### config.mk
export PLATFORM = sky130hd
export DESIGN_NAME = apb_uart8
export DESIGN_NICKNAME = d
export VERILOG_FILES = /design/src/rtl/apb_uart8_pkg.sv /design/src/rtl/uart_fifo.sv /design/src/rtl/apb_uart8.sv
export SDC_FILE = /design/constraint.sdc
export NUM_CORES = 1
export LEC_CHECK = 0
export ABC_AREA = 1
export CAP_MARGIN = 20
export CORE_ASPECT_RATIO = 0.6
export CORE_MARGIN = 3
export CORE_UTILIZATION = 25
export CTS_BUF_LIST = sky130_fd_sc_hd__clkbuf_8
export DETAILED_ROUTE_END_ITERATION = 6
export GPL_TIMING_DRIVEN = 0
export PLACE_DENSITY = 0.5
export SYNTH_ARGS = -nofsm -noshare
export SYNTH_HDL_FRONTEND = slang
export SYNTH_HIERARCHICAL = 1
export SYNTH_SLANG_ARGS = --single-unit
export TNS_END_PERCENT = 100
### constraint.sdc
create_clock -name clk_i -period 3 [get_ports clk_i]
set_clock_uncertainty 0.1 [all_clocks]
set_input_delay 0.6 -clock clk_i [delete_from_list [all_inputs] [get_ports clk_i]]
set_output_delay 0.6 -clock clk_i [all_outputs]
set_load 0.05 [all_outputs]
### src/rtl/apb_uart8_pkg.sv
// Purpose: shared register map, STATUS/CTRL bit positions and FSM encodings for apb_uart8.
// Latency: n/a (definitions only).
// Backpressure: n/a.
package apb_uart8_pkg;

  // Register offsets (paddr[2:0])
  localparam logic [2:0] REG_DATA   = 3'd0;
  localparam logic [2:0] REG_STATUS = 3'd1;
  localparam logic [2:0] REG_DIV_LO = 3'd2;
  localparam logic [2:0] REG_DIV_HI = 3'd3;
  localparam logic [2:0] REG_CTRL   = 3'd4;

  // STATUS bit indices
  localparam int ST_TX_FULL  = 0;
  localparam int ST_TX_EMPTY = 1;
  localparam int ST_RX_VALID = 2;
  localparam int ST_RX_OVR   = 3;
  localparam int ST_TX_BUSY  = 4;

  // CTRL bit indices
  localparam int CT_TX_EN      = 0;
  localparam int CT_RX_EN      = 1;
  localparam int CT_IRQ_RX_EN  = 2;
  localparam int CT_IRQ_TXE_EN = 3;

  typedef enum logic [1:0] {
    TX_IDLE  = 2'd0,
    TX_START = 2'd1,
    TX_DATA  = 2'd2,
    TX_STOP  = 2'd3
  } tx_state_e;

  typedef enum logic [1:0] {
    RX_IDLE  = 2'd0,
    RX_START = 2'd1,
    RX_DATA  = 2'd2,
    RX_STOP  = 2'd3
  } rx_state_e;

  // Offsets 5..7 are not mapped.
  function automatic logic reg_invalid(input logic [2:0] a);
    return a > REG_CTRL;
  endfunction

endpackage

### src/rtl/uart_fifo.sv
// Purpose: synchronous first-word-fall-through FIFO holding bytes queued for transmission.
// Latency: a push is visible on rdata_o/empty_o the cycle after it is accepted.
// Backpressure: push ignored while full, pop ignored while empty; push vs pop on full -> push dropped.
// Ports: clk_i/rst_ni clock and async active-low reset; push_i/wdata_i write side;
//        pop_i/rdata_o read side; full_o/empty_o occupancy flags.
module uart_fifo #(
  parameter int DEPTH = 8,
  parameter int WIDTH = 8
) (
  input  logic             clk_i,
  input  logic             rst_ni,
  input  logic             push_i,
  input  logic [WIDTH-1:0] wdata_i,
  input  logic             pop_i,
  output logic [WIDTH-1:0] rdata_o,
  output logic             full_o,
  output logic             empty_o
);

  localparam int AW = $clog2(DEPTH);

  // Pointers carry one extra wrap bit so full and empty are distinguishable.
  logic [AW:0]      wr_ptr_q, wr_ptr_d, rd_ptr_q, rd_ptr_d;
  logic [WIDTH-1:0] mem_q [DEPTH];
  logic             do_push, do_pop;

  assign full_o  = (wr_ptr_q[AW] != rd_ptr_q[AW]) && (wr_ptr_q[AW-1:0] == rd_ptr_q[AW-1:0]);
  assign empty_o = (wr_ptr_q == rd_ptr_q);
  assign do_push = push_i & ~full_o;
  assign do_pop  = pop_i & ~empty_o;
  assign rdata_o = mem_q[rd_ptr_q[AW-1:0]];

  always_comb begin
    wr_ptr_d = wr_ptr_q + {{AW{1'b0}}, do_push};
    rd_ptr_d = rd_ptr_q + {{AW{1'b0}}, do_pop};
  end

  always_ff @(posedge clk_i) begin
    if (do_push) mem_q[wr_ptr_q[AW-1:0]] <= wdata_i;
  end

  always_ff @(posedge clk_i or negedge rst_ni) begin
    if (!rst_ni) begin
      wr_ptr_q <= '0;
      rd_ptr_q <= '0;
    end else begin
      wr_ptr_q <= wr_ptr_d;
      rd_ptr_q <= rd_ptr_d;
    end
  end

endmodule

### src/rtl/apb_uart8.sv
// Purpose: APB-attached 8N1 UART with TX FIFO and single-byte RX holding register (RX path under UART_RX_EN).
// Latency: zero-wait-state APB; a queued byte starts its start bit two cycles after the DATA write.
// Backpressure: DATA write to a full TX FIFO drops the byte and returns pslverr.
// Ports: clk_i/rst_ni clock and async active-low reset; psel/penable/pwrite/paddr/pwdata/prdata/
//        pready/pslverr APB slave; uart_tx serial out; uart_rx serial in; irq_o level interrupt.
// Build option: define UART_RX_EN to include the receiver.
module apb_uart8 import apb_uart8_pkg::*; #(
  parameter int          AWID      = 32,
  parameter int          APB_DWID  = 8,
  parameter int          TXF_DEPTH = 8,
  parameter logic [15:0] DIV_RST   = 16'd433
) (
  input  logic                clk_i,
  input  logic                rst_ni,
  input  logic                psel,
  input  logic                penable,
  input  logic                pwrite,
  input  logic [AWID-1:0]     paddr,
  input  logic [APB_DWID-1:0] pwdata,
  output logic [APB_DWID-1:0] prdata,
  output logic                pready,
  output logic                pslverr,
  output logic                uart_tx,
  input  logic                uart_rx,
  output logic                irq_o
);

  logic [2:0]  reg_addr;
  logic [7:0]  wdat, rdata;
  logic        access, err, wr_ok, rd_ok, div_wr;
  logic        fifo_full, fifo_empty, tx_pop, tx_busy;
  logic [7:0]  fifo_rdata;
  logic [15:0] div_q, div_d;
  logic [3:0]  ctrl_q, ctrl_d;
  logic        irq_q, irq_d;
  tx_state_e   tx_state_q, tx_state_d;
  logic [15:0] tx_cnt_q, tx_cnt_d;
  logic [7:0]  tx_sh_q, tx_sh_d;
  logic [2:0]  tx_bit_q, tx_bit_d;
  logic        tx_q, tx_d;
  logic        rx_valid_w, rx_ovr_w;
  logic [7:0]  rx_hold_w;
  logic        unused_paddr;

  assign reg_addr     = paddr[2:0];
  assign unused_paddr = ^paddr[AWID-1:3];
  assign wdat         = pwdata[7:0];
  assign access       = psel & penable;
  assign err          = access & (reg_invalid(reg_addr) |
                                  (pwrite & (reg_addr == REG_DATA) & fifo_full));
  assign wr_ok        = access & pwrite & ~err;
  assign rd_ok        = access & ~pwrite & ~err;
  assign div_wr       = wr_ok & ((reg_addr == REG_DIV_LO) | (reg_addr == REG_DIV_HI));
  assign pready       = access;
  assign pslverr      = err;
  assign tx_busy      = (tx_state_q != TX_IDLE);
  assign uart_tx      = tx_q;
  assign irq_o        = irq_q;

  uart_fifo #(.DEPTH(TXF_DEPTH), .WIDTH(8)) u_txf (
    .clk_i   (clk_i),
    .rst_ni  (rst_ni),
    .push_i  (wr_ok & (reg_addr == REG_DATA)),
    .wdata_i (wdat),
    .pop_i   (tx_pop),
    .rdata_o (fifo_rdata),
    .full_o  (fifo_full),
    .empty_o (fifo_empty)
  );

  always_comb begin
    rdata = 8'h00;
    case (reg_addr)
      REG_DATA:   rdata = rx_hold_w;
      REG_STATUS: rdata = {3'b000, tx_busy, rx_ovr_w, rx_valid_w, fifo_empty, fifo_full};
      REG_DIV_LO: rdata = div_q[7:0];
      REG_DIV_HI: rdata = div_q[15:8];
      REG_CTRL:   rdata = {4'b0000, ctrl_q};
      default:    rdata = 8'h00;
    endcase
    prdata = rd_ok ? rdata : '0;
  end

  always_comb begin
    div_d  = div_q;
    ctrl_d = ctrl_q;
    if (wr_ok && reg_addr == REG_DIV_LO) div_d[7:0]  = wdat;
    if (wr_ok && reg_addr == REG_DIV_HI) div_d[15:8] = wdat;
    if (wr_ok && reg_addr == REG_CTRL)   ctrl_d      = wdat[3:0];
    irq_d = (ctrl_q[CT_IRQ_RX_EN] & rx_valid_w) |
            (ctrl_q[CT_IRQ_TXE_EN] & fifo_empty & ~tx_busy);
  end

  // TX: bit time is div+1 cycles, counted down to zero in each state.
  always_comb begin
    tx_state_d = tx_state_q;
    tx_cnt_d   = tx_cnt_q;
    tx_sh_d    = tx_sh_q;
    tx_bit_d   = tx_bit_q;
    tx_d       = tx_q;
    tx_pop     = 1'b0;
    case (tx_state_q)
      TX_IDLE: begin
        tx_d = 1'b1;
        if (ctrl_q[CT_TX_EN] && !fifo_empty) begin
          tx_pop     = 1'b1;
          tx_sh_d    = fifo_rdata;
          tx_d       = 1'b0;
          tx_cnt_d   = div_q;
          tx_state_d = TX_START;
        end
      end
      TX_START: begin
        if (tx_cnt_q == 16'd0) begin
          tx_state_d = TX_DATA;
          tx_d       = tx_sh_q[0];
          tx_bit_d   = 3'd0;
          tx_cnt_d   = div_q;
        end else tx_cnt_d = tx_cnt_q - 16'd1;
      end
      TX_DATA: begin
        if (tx_cnt_q == 16'd0) begin
          tx_cnt_d = div_q;
          if (tx_bit_q == 3'd7) begin
            tx_state_d = TX_STOP;
            tx_d       = 1'b1;
          end else begin
            tx_bit_d = tx_bit_q + 3'd1;
            tx_sh_d  = {1'b0, tx_sh_q[7:1]};
            tx_d     = tx_sh_q[1];
          end
        end else tx_cnt_d = tx_cnt_q - 16'd1;
      end
      TX_STOP: begin
        if (tx_cnt_q == 16'd0) begin
          // Back-to-back frames skip IDLE; a cleared tx_en halts here.
          if (ctrl_q[CT_TX_EN] && !fifo_empty) begin
            tx_pop     = 1'b1;
            tx_sh_d    = fifo_rdata;
            tx_d       = 1'b0;
            tx_cnt_d   = div_q;
            tx_state_d = TX_START;
          end else tx_state_d = TX_IDLE;
        end else tx_cnt_d = tx_cnt_q - 16'd1;
      end
      default: tx_state_d = TX_IDLE;
    endcase
    if (div_wr) tx_cnt_d = div_d;
  end

  always_ff @(posedge clk_i or negedge rst_ni) begin
    if (!rst_ni) begin
      div_q      <= DIV_RST;
      ctrl_q     <= 4'b0011;
      irq_q      <= 1'b0;
      tx_state_q <= TX_IDLE;
      tx_cnt_q   <= '0;
      tx_sh_q    <= '0;
      tx_bit_q   <= '0;
      tx_q       <= 1'b1;
    end else begin
      div_q      <= div_d;
      ctrl_q     <= ctrl_d;
      irq_q      <= irq_d;
      tx_state_q <= tx_state_d;
      tx_cnt_q   <= tx_cnt_d;
      tx_sh_q    <= tx_sh_d;
      tx_bit_q   <= tx_bit_d;
      tx_q       <= tx_d;
    end
  end

`ifdef UART_RX_EN
  logic        rx_s1_q, rx_s2_q, rx_prev_q, rx_done, rd_data_acc;
  rx_state_e   rx_state_q, rx_state_d;
  logic [15:0] rx_cnt_q, rx_cnt_d;
  logic [7:0]  rx_sh_q, rx_sh_d, rx_hold_q, rx_hold_d;
  logic [2:0]  rx_bit_q, rx_bit_d;
  logic        rx_valid_q, rx_valid_d, rx_ovr_q, rx_ovr_d;

  assign rx_valid_w  = rx_valid_q;
  assign rx_ovr_w    = rx_ovr_q;
  assign rx_hold_w   = rx_hold_q;
  assign rd_data_acc = rd_ok & (reg_addr == REG_DATA);

  always_comb begin
    rx_state_d = rx_state_q;
    rx_cnt_d   = rx_cnt_q;
    rx_sh_d    = rx_sh_q;
    rx_bit_d   = rx_bit_q;
    rx_done    = 1'b0;
    case (rx_state_q)
      RX_IDLE: begin
        if (ctrl_q[CT_RX_EN] && rx_prev_q && !rx_s2_q) begin
          rx_state_d = RX_START;
          rx_cnt_d   = div_q >> 1;  // land roughly mid start bit
        end
      end
      RX_START: begin
        if (rx_cnt_q == 16'd0) begin
          if (rx_s2_q) rx_state_d = RX_IDLE;  // glitch, not a start bit
          else begin
            rx_state_d = RX_DATA;
            rx_cnt_d   = div_q;
            rx_bit_d   = 3'd0;
          end
        end else rx_cnt_d = rx_cnt_q - 16'd1;
      end
      RX_DATA: begin
        if (rx_cnt_q == 16'd0) begin
          rx_sh_d  = {rx_s2_q, rx_sh_q[7:1]};
          rx_cnt_d = div_q;
          if (rx_bit_q == 3'd7) rx_state_d = RX_STOP;
          else rx_bit_d = rx_bit_q + 3'd1;
        end else rx_cnt_d = rx_cnt_q - 16'd1;
      end
      RX_STOP: begin
        if (rx_cnt_q == 16'd0) begin
          rx_state_d = RX_IDLE;
          rx_done    = rx_s2_q;  // bad stop bit: byte silently dropped
        end else rx_cnt_d = rx_cnt_q - 16'd1;
      end
      default: rx_state_d = RX_IDLE;
    endcase
    if (div_wr) rx_cnt_d = div_d;

    rx_hold_d  = rx_hold_q;
    rx_valid_d = rx_valid_q;
    rx_ovr_d   = rx_ovr_q;
    if (wr_ok && reg_addr == REG_STATUS && wdat[ST_RX_OVR]) rx_ovr_d = 1'b0;
    // A read racing completion consumed the old byte, so it is not an overrun.
    if (rx_done) begin
      rx_hold_d  = rx_sh_q;
      rx_valid_d = 1'b1;
      if (rx_valid_q && !rd_data_acc) rx_ovr_d = 1'b1;
    end else if (rd_data_acc) rx_valid_d = 1'b0;
  end

  always_ff @(posedge clk_i or negedge rst_ni) begin
    if (!rst_ni) begin
      rx_s1_q    <= 1'b1;
      rx_s2_q    <= 1'b1;
      rx_prev_q  <= 1'b1;
      rx_state_q <= RX_IDLE;
      rx_cnt_q   <= '0;
      rx_sh_q    <= '0;
      rx_bit_q   <= '0;
      rx_hold_q  <= '0;
      rx_valid_q <= 1'b0;
      rx_ovr_q   <= 1'b0;
    end else begin
      rx_s1_q    <= uart_rx;
      rx_s2_q    <= rx_s1_q;
      rx_prev_q  <= rx_s2_q;
      rx_state_q <= rx_state_d;
      rx_cnt_q   <= rx_cnt_d;
      rx_sh_q    <= rx_sh_d;
      rx_bit_q   <= rx_bit_d;
      rx_hold_q  <= rx_hold_d;
      rx_valid_q <= rx_valid_d;
      rx_ovr_q   <= rx_ovr_d;
    end
  end
`else
  logic unused_uart_rx;
  assign unused_uart_rx = uart_rx;
  assign rx_valid_w     = 1'b0;
  assign rx_ovr_w       = 1'b0;
  assign rx_hold_w      = 8'h00;
`endif

endmodule

Yosys cells after proc, flatten, opt, wreduce, memory -nomap -nowiden
Memory sizes are Yosys's and may differ from the RTL's.
Index checks and enable logic that the tools add are counted.
{"block": "op_classes", "addsub": 4, "n_eq_ne": 18, "muxes": 37, "n_bitwise": 21, "n_reduce_logical": 17, "magnitude_cmp": 1}
{"operator": "two-way mux 16 bit", "n": 4}
{"operator": "two-way mux 8 bit", "n": 7}
{"operator": "one-hot mux 16 bit (3 select lines)", "n": 1}
{"operator": "one-hot mux 8 bit (4 select lines)", "n": 1}
{"operator": "one-hot mux 8 bit (3 select lines)", "n": 1}
{"operator": "zero test 16 bit", "n": 1}
{"operator": "subtractor 16 x 1 -> 16 bit, second input constant", "n": 1}
{"operator": "AND 1 bit", "n": 14}
{"operator": "inequality test 2 bit, second input constant", "n": 7}
{"operator": "AND reduction 4 bit", "n": 3}
{"operator": "two-way mux 1 bit", "n": 11}
{"operator": "two-way mux 2 bit", "n": 5}
{"operator": "two-way mux 3 bit", "n": 3}
{"operator": "adder 4 x 1 -> 4 bit", "n": 2}
{"operator": "one-hot mux 2 bit (4 select lines)", "n": 1}
{"operator": "== test 3 x 2 -> 1 bit, second input constant", "n": 2}
{"operator": "== test 3 bit, second input constant", "n": 2}
{"operator": "one-hot mux 3 bit (2 select lines)", "n": 1}
{"operator": "logical AND 1 bit", "n": 5}
{"operator": "NOT 1 bit", "n": 5}
{"operator": "AND reduction 5 bit", "n": 1}
{"operator": "== test 2 bit, second input constant", "n": 2}
{"operator": "== test 4 bit", "n": 1}
{"operator": "one-hot mux 1 bit (4 select lines)", "n": 1}
{"operator": "14 further kinds", "n": 16}
{"block": "word_totals", "wordCells": 109, "regBits": 59, "ramBits": 64, "in_bits": 46, "mem_count": 1}
{"name": "u_txf.mem_q", "words": 8, "width": 8, "read_ports": 1, "rd_ports_with_merged_regs": 0, "wr": 1, "line_no": "uart_fifo.sv:24", "source": "logic [WIDTH-1:0] mem_q [DEPTH];"}

Logic depth before layout (Yosys ltp)
Gate-level depths: netlist of the first run.
{"block": "depth", "ltp_word": 11, "mapped_depth": 18, "mapped_depth_nobuf": 17}

By module
The synthesis of the first run kept the hierarchy.
{"module": "apb_uart8", "area_per_inst_um2": 3920.0, "instances": 1, "cells_each": 580}
{"module": "uart_fifo", "area_per_inst_um2": 3116.7, "instances": 1, "cells_each": 257}

Worst setup path before layout of the first run
No wires, ideal clock.
{"block": "synth_path", "path_kind": "reg2out", "from": "register u_txf.rd_ptr_q[0]", "to": "output prdata[0]", "path_stages_with_launch": 11, "path_buffers": 1, "t_arrival_ns": 1.911, "slack_ns": 0.389, "cell_sequence": "dfrtp_1 > buf_6 > nand2_1 > nand2_4 > nand4_4 > inv_1 > nand2_1 > o21ai_2 > nand2_4 > nand2_1 > nor2_1"}
{"block": "synth_via", "elab_chain_len": 8}
{"item": "start: declaration", "line_no": "uart_fifo.sv:23", "source": "logic [AW:0] wr_ptr_q, wr_ptr_d, rd_ptr_q, rd_ptr_d;"}
{"item": "start signal: assignment", "line_no": "uart_fifo.sv:48", "source": "rd_ptr_q <= rd_ptr_d;"}
{"item": "== test 3 bit *", "line_no": "uart_fifo.sv:27", "source": "assign full_o = (wr_ptr_q[AW] != rd_ptr_q[AW]) && (wr_ptr_q[AW-1:0] == rd_ptr_q[AW-1:0]);"}
{"item": "logical AND 1 bit *", "line_no": "uart_fifo.sv:27"}
{"item": "net fifo_full", "line_no": "apb_uart8.sv:31", "source": "logic fifo_full, fifo_empty, tx_pop, tx_busy;"}
{"item": "AND 1 bit", "line_no": "apb_uart8.sv:50", "source": "(pwrite & (reg_addr == REG_DATA) & fifo_full));"}
{"item": "bitwise OR 1 bit", "line_no": "apb_uart8.sv:49", "source": "assign err = access & (reg_invalid(reg_addr) |"}
{"item": "AND 1 bit", "line_no": "apb_uart8.sv:49"}
{"item": "NOT 1 bit", "line_no": "apb_uart8.sv:52", "source": "assign rd_ok = access & ~pwrite & ~err;"}
{"item": "AND 1 bit", "line_no": "apb_uart8.sv:52"}
{"item": "two-way mux 8 bit *", "line_no": "apb_uart8.sv:81", "source": "prdata = rd_ok ? rdata : '0;"}
{"item": "end: declaration", "line_no": "apb_uart8.sv:20", "source": "output logic [APB_DWID-1:0] prdata,"}
The timed path passes the listed nets; every way through them passes the cells marked *.

Final worst setup path of the first run
{"block": "layout_path", "from": "register tx_state_q[0]", "to": "output prdata[4]"}
{"block": "layout_via", "elab_chain_len": 3}
{"item": "start: declaration", "line_no": "apb_uart8.sv:36", "source": "tx_state_e tx_state_q, tx_state_d;"}
{"item": "start signal: assignment", "line_no": "apb_uart8.sv:165", "source": "tx_state_q <= tx_state_d;"}
{"item": "nonzero test 2 bit", "line_no": "apb_uart8.sv:56", "source": "assign tx_busy = (tx_state_q != TX_IDLE);"}
{"item": "one-hot mux 8 bit (4 select lines)", "line_no": "apb_uart8.sv:73", "source": "case (reg_addr)"}
{"item": "two-way mux 8 bit", "line_no": "apb_uart8.sv:81"}
No other way between the ends.

==> metrics.md, run 1 <==
| Metric | Value |
|---|---|
| Synthesized area | 7037 µm² |
| Area grow syn2layout | 17.94% |
| PortBufs | 27 |
| Total wire length | 21.84 mm |
| Placed Instances | 1224 |
| Min Tclk post-route | 2.910 ns |
| Max-cap violations | 0 |
| Final ANT Viol Nets | 0 |
| First-pass GRT wire length | 34.24 mm |
| YS warnings | 6 |
| Reg2reg end | u_txf/wr_ptr_q[2]$_DFF_PN0_ |
| # hold bufs at CTS | 0 |
| Initial Utilization | a little over a quarter |
| Most used flip-flop cell after synthesis | edfxtp_1 |
| RSZ-0062 raised after global routing | yes |
| Core ar. | 27050 µm² |
| Worst slew pin tran | 0.8248 ns |
| Hold WS | 0.1247 ns |
| Cells after Synth | 837 |
| Syn_area_per_cell | about 8.4 µm² |
| Total GRT Usage | 15.08% |
| Final Non-Filler Cells | 1263 |
| Leakage | 0.003482 µW |
| CTS max path bufs | 2 |
| Final Slew Violations | 0 |
| Die height | between 100 and 150 µm |
| Detail Placement HPWL | 16.40 mm |
| IO Count | between 50 and 60 |
| Setup slack, reg-to-reg | between 0.2 and 0.3 ns |
| Final period util | 96.99% |
| Synth Register Bits | 123 |
| Clock-pin slew on the worst setup and hold paths | about 0.07 ns |
| # rows | 46 |
| Net Count, Synth | 895 |
| FF-to-FF Start | u_txf/rd_ptr_q[2]$_DFF_PN0_ |
| Post-synthesis sequential area ratio | 48.44% |
| Status | finished clean |
| Setup CP Type | register to primary output |
| CP max FO | 10 |
| Min-Delay Path Class | input pin to asynchronous set/reset pin |
| Post-synth cell types | 43 |
| Routed len/inst | 17.29 µm |
| Total clock sinks | 123 |
| Slew headroom | about 45% |
| CTS Buf Count | 17 |
| Gr ovfl total | 0 |
| Chip Width | 222.6 µm |
| Ant diodes | 0 |
| Reg area | 3408 µm² |
| Critical path capture point type | primary output |
| Detailed-route via count | just over 6000 |
| Starting DRC count in detailed routing | 718 |
| Pwr dens | 877.6 nW/µm² |
| 1st-pass router iterations | 7 |
| Arr. time, crit path | approximately 2.2 ns |
| Layout cells sized above 1 | between 10% and 20% |
| Number of enable flip-flop cells after synthesis | 64 |
| Via/cell ratio | 4.796 |
| Worst vdd ir | 320.0 µV |
| Die Area | 30260 µm² |
| CTS H-tree depth | 4 |
| Multi-input gate area | between 3000 and 4000 µm² |
| Hold Fails Final Rpt | 0 |
| Synth async-reset ratio | between 40% and 50% |
| GP Congestion | 0.9174 |
| CTS tree | built |
| Fillers | 2888 |
| Vias in the first global route | between 5000 and 6000 |
| Finish-stage setup viols | 0 |
| Final #Nets | approximately 950 |
| Drc violations | 0 |
| Root Driver | clkbuf_8 |
| Crit path launch type | register |
| Pin count of the biggest net entering global routing | 60 |
| Fmax | 0.3437 GHz |
| Initial antenna violation count | 0 |
| CP required | ~2.3 ns |
| Worst skew pair latency | 0.46 ns |
| Reg2reg path depth | 18 |
[sequential cells by signal, summed over array words and instances (netlist names)]
| register | flops |
|---|---|
| tx_bit_q | 3 |
| tx_cnt_q | 16 |
| ctrl_q | 4 |
| u_txf/mem_q | 64 |
| div_q | 16 |
| uart_tx | 1 |
| irq_o | 1 |
| u_txf/rd_ptr_q | 4 |
| tx_sh_q | 8 |
| tx_state_q | 2 |
| u_txf/wr_ptr_q | 4 |
[through the flow]
stage / setup slack [ns] / area [µm²] / setup TNS, ns / total power (µW) / utilization [%]
5_1_grt: -0.004247 / 8299 / -0.006932 / 7883 / 30.68
2_1_floorplan: 0.3888 / 7037 / 0 / 4621 / -
4_1_cts: 0.007666 / 8158 / 0 / 7226 / 30.16
6_report: 0.09023 / 8299 / 0 / 7283 / 30.68
3_5_place_dp: -0.6205 / 7755 / -4.589 / 5623 / 28.67
3_3_place_gp: -1.040 / 7757 / -59.10 / 5613 / 28.68
[Yosys cell counts (all sizes together), types with 2 or more instances]
cell,number,share of area [%]
nor2,119,7.7
o22ai,3,0.27
dfrtp,51,18
nand4,5,0.66
buf,31,3.3
ha,12,2.1
a221oi,3,0.37
edfxtp,64,27
o21ai,96,6.9
nand3,84,6.6
a21boi,3,0.32
dfstp,8,3.0
nand2,215,12
inv,87,4.7
a21oi,22,2.4
a22oi,3,0.32
clkbuf,4,0.21
o221ai,2,0.25
mux2,3,0.48
nor3,2,0.14
o211ai,10,1.1
xor2,6,0.75
[worst max-delay path, cell delays in order, from the launching register on]
cell and delay (ns):
dfrtp_1 0.41, inv_1 0.11, ha_1 0.32, clkbuf_4 0.27
o221ai_2 0.25, nand3_1 0.10, inv_1 0.07, clkbuf_4 0.22
[what timing repair did]
item                                    CTS  global route
buffers inserted                          2             5
pin swaps                                 3             8
resized for setup                        53            33
endpoints found under the setup margin    9            12
[kinds of logic (layout without fill, tap and decap cells)]
logic type      Yosys count  in the layout  share of synthesized area (%)
fa+ha+maj                12             12                          2.134
xor+xnor                  7              7                          1.138
flops                   123            123                          48.44
compound gates          142            142                          11.90
buf+inv                 122            188                          8.179
mux                       3              3                         0.4801
simple gates            428            428                          27.74
[layout by cell type (no fill, tap or decap), types with 4 or more instances in the layout]
cell	count
nor2_2	12
inv_2	9
buf_2	11
nand2_1	201
dfstp_2	8
clkbuf_8	17
clkdlybuf4s50_1	17
dfrtp_1	51
buf_6	17
o21ai_1	33
nand4_1	4
nor2_1	97
nand3_1	79
edfxtp_1	64
o21ai_0	61
buf_1	4
xor2_1	6
nand2_2	7
nand2_4	5
inv_1	75
a21oi_2	12
a21oi_1	9
ha_1	12
buf_4	14
o211ai_1	10
nor2_4	10
[metal layers]
layer	wire length, µm	GRT usage (%)	share of wire (%)	vias to the layer above
li1	-	-	-	2876
met1	11920	25.43	55	2910
met2	7237	16.98	33	253
met3	2504	5.524	11	18
met4	171	2.892	0.78	0
met5	0	0	0	-
[where the power goes]
group          internal (µW)  total (µW)  switching [µW]
registers               2050        2310             260
clock network            820        1560             741
logic                   1090        3410            2320
total                   3960        7280            3320
[how the worst max path moves through the flow]
stage / slack, ns / from / to / depth (start not counted)
3_3_place_gp: -1.04 / rst_ni / div_q[11]$_DFF_PN0_ / 1
2_1_floorplan: 0.39 / u_txf/rd_ptr_q[0]$_DFF_PN0_ / prdata[0] / 10
3_5_place_dp: -0.62 / paddr[0] / prdata[7] / 9
4_1_cts: 0.008 / paddr[2] / prdata[0] / 9
6_report: 0.09 / tx_state_q[0]$_DFFE_PN0P_ / prdata[4] / 7
5_1_grt: -0.004 / tx_state_q[0]$_DFFE_PN0P_ / prdata[4] / 7
[layout make-up]
| type | count | area share, % |
|---|---|---|
| buffer | 35 | 3.060 |
| timing repair buffer | 34 | 3.814 |
| inverter | 87 | 4.025 |
| tap | 360 | 5.427 |
| multi-input combinational | 592 | 37.69 |
| clock inverter | 15 | 2.096 |
| clock buffer | 17 | 2.819 |
| sequential | 123 | 41.07 |
Power figures use the tool's default switching activity.
==> inputs of run 2 (changes only) <==
Settings changed: CORE_MARGIN 3 to default, CORE_UTILIZATION 25 to 35, PLACE_DENSITY 0.5 to 0.62.
==> run 2 against run 1 <==
Sequential power hardly changed; core utilization is 11 points higher; clock power is 4% lower; sequential share of layout area is 1.1 points higher; power is 2.5% lower; cell area is 2.6% lower.
==> metrics.md, run 2 (same netlist as run 1, synthesis figures left out) <==
| Metric | Value |
|---|---|
| Gr ovfl total | 0 |
| Crit path launch type | register |
| Worst slew pin tran | 0.8095 ns |
| Chip Width | about 190 µm |
| Die Area | 20690 µm² |
| Pwr dens | 879.3 nW/µm² |
| CP max FO | 10 |
| Clock-pin slew on the worst setup and hold paths | roughly 0.080 ns |
| # rows | 39 |
| Clock share of power | 21.1% |
| Vias in the first global route | roughly 5400 |
| # hold bufs at CTS | 0 |
| CTS max path bufs | 2 |
| Detail Placement HPWL | 14.63 mm |
| Status | finished clean |
| Comb pwr share | 46.4% |
| Hold WS | 0.1251 ns |
| Worst vdd ir | 366.1 µV |
| Max reg flops | between 60 and 70 |
| Routed len/inst | roughly 17 µm |
| Finish-stage setup viols | 0 |
| Hold Fails Final Rpt | 0 |
| Worst skew pair latency | 0.46 ns |
| Sw Ratio | 47.00% |
| PortBufs | 27 |
| P_sw | 3339 µW |
| PnR worst setup slack | 0.06064 ns |
| Core ar. | 19370 µm² |
| Slew headroom | 46.03% |
| Final ANT Viol Nets | 0 |
| RSZ-0062 raised after global routing | yes |
| Initial antenna violation count | 0 |
| Ant diodes | 0 |
| Critical path capture point type | primary output |
| Total GRT Usage | 20.12% |
| Commonest non-fill, non-tap cells in the layout | 202 x nand2_1, 98 x nor2_1, 80 x nand3_1, 75 x inv_1, 64 x edfxtp_1 |
| Layout cells sized above 1 | between 10% and 20% |
| Min Tclk post-route | 2.939 ns |
| Max-cap violations | 0 |
| Part of the power in registers | 32.5% |
| Setup slack, reg-to-reg | 0.18 ns |
| Final period util | 97.98% |
| Leakage | 0.003452 µW |
| GP Congestion | a little over 0.9 |
| Total clock sinks | between 100 and 150 |
| 1st-pass router iterations | 5 |
| Detailed-route via count | 6040 |
| Utilization after layout | a little over two fifths |
| CP required | 2.30 ns |
| CTS H-tree depth | 4 |
| Fmax | ~0.34 GHz |
| Pin count of the biggest net entering global routing | 60 |
| Initial Utilization | 36.32% |
| Starting DRC count in detailed routing | about 660 |
| Place WS | -0.5722 ns |
| Fillers | 1963 |
| Final Slew Violations | 0 |
| First-pass GRT wire length | 31.08 mm |
| Area grow syn2layout | 14.83% |
| Die height | 111.8 µm |
| Min-Delay Path Class | input pin to asynchronous set/reset pin |
| Arr. time, crit path | roughly 2.2 ns |
| Via/cell ratio | 5.185 |
| Setup CP Type | register to primary output |
| Root Driver | clkbuf_8 |
| Finished Cell Area | 8080 µm² |
| Drc violations | 0 |
| Pint | 3766 µW |
| Area after DPL | 7637 µm² |
| CTS Buf Count | 17 |
| Final #Nets | 944 |
| IO Count | 58 |
| Total wire length | 19.65 mm |
| Most common cell after layout, fill and taps aside | nand2_1 |
| CTS tree | built |
-- run 2: cell count changes in the layout (fill, tap and decap cells not counted), sizes merged --
cell	change
bufinv	-3
buf	-2
clkinv	-2
clkbuf	-2
inv	+8
clkinvlp	-3
-- run 2: metal layers --
| metal | vias up | track usage (%) | wire [µm] |
|---|---|---|---|
| met4 | 0 | 5.289 | 220 |
| li1 | 2875 | - | - |
| met5 | - | 0 | 0 |
| met1 | 2866 | 34.95 | 10430 |
| met3 | 12 | 4.645 | 2130 |
| met2 | 287 | 23.13 | 6868 |
-- run 2: power groups by stage --
stage | registers, µW | clock network (µW) | logic, µW
2_1_floorplan | 2270 | 0 | 2350
3_3_place_gp | 2320 | 0 | 3180
3_5_place_dp | 2320 | 0 | 3210
4_1_cts | 2300 | 1520 | 3220
5_1_grt | 2340 | 1610 | 3680
6_report | 2310 | 1500 | 3300
-- run 2: path summary, 6_finish.rpt --
check                                          start                           to  cells after the start
min reg2reg                      uart_tx$_DFFE_PN1P_          uart_tx$_DFFE_PN1P_                      2
min                                           rst_ni       tx_sh_q[3]$_DFFE_PN0P_                      1
max                        tx_state_q[0]$_DFFE_PN0P_                    prdata[4]                      7
max in group asynchronous                     rst_ni  u_txf/wr_ptr_q[0]$_DFF_PN0_                      1
min in group clk_i               uart_tx$_DFFE_PN1P_          uart_tx$_DFFE_PN1P_                      2
max reg2reg                    tx_cnt_q[0]$_DFF_PN0_  u_txf/rd_ptr_q[3]$_DFF_PN0_                     15
-- run 2: metrics by stage --
stage | cells | setup TNS, ns | power [µW]
after floorplan | 837 | 0 | 4621
after global placement | 1130 | -49.36 | 5507
after detailed placement | 1130 | -4.373 | 5536
after CTS | 1162 | -0.001854 | 7037
after global routing | 1165 | -0.02357 | 7623
final | 1165 | 0 | 7105
-- run 2: area by class of cell --
cell class	count	area (µm²)	area share, %
buffer	35	245.2	3.035
clock buffer	17	234.0	2.896
clock inverter	15	171.4	2.121
inverter	87	334.1	4.134
multi-input combinational	592	3078	38.09
sequential	123	3410	42.20
tap	266	332.8	4.119
timing repair buffer	30	275.3	3.407
-- run 2: critical path: stages, from the launching register on --
cell,delay (ns)
dfrtp_1,0.42
inv_1,0.11
ha_1,0.29
buf_2,0.25
o221ai_1,0.30
nand3_1,0.13
inv_1,0.07
clkbuf_4,0.22
-- run 2: what timing repair did --
action / CTS / global route
endpoints found under the hold margin: 0 / 0
buffers inserted: 0 / 3
pin swaps: 0 / 3
resized for setup: 55 / 13
endpoints found under the setup margin: 9 / 10
gates cloned: 0 / 0
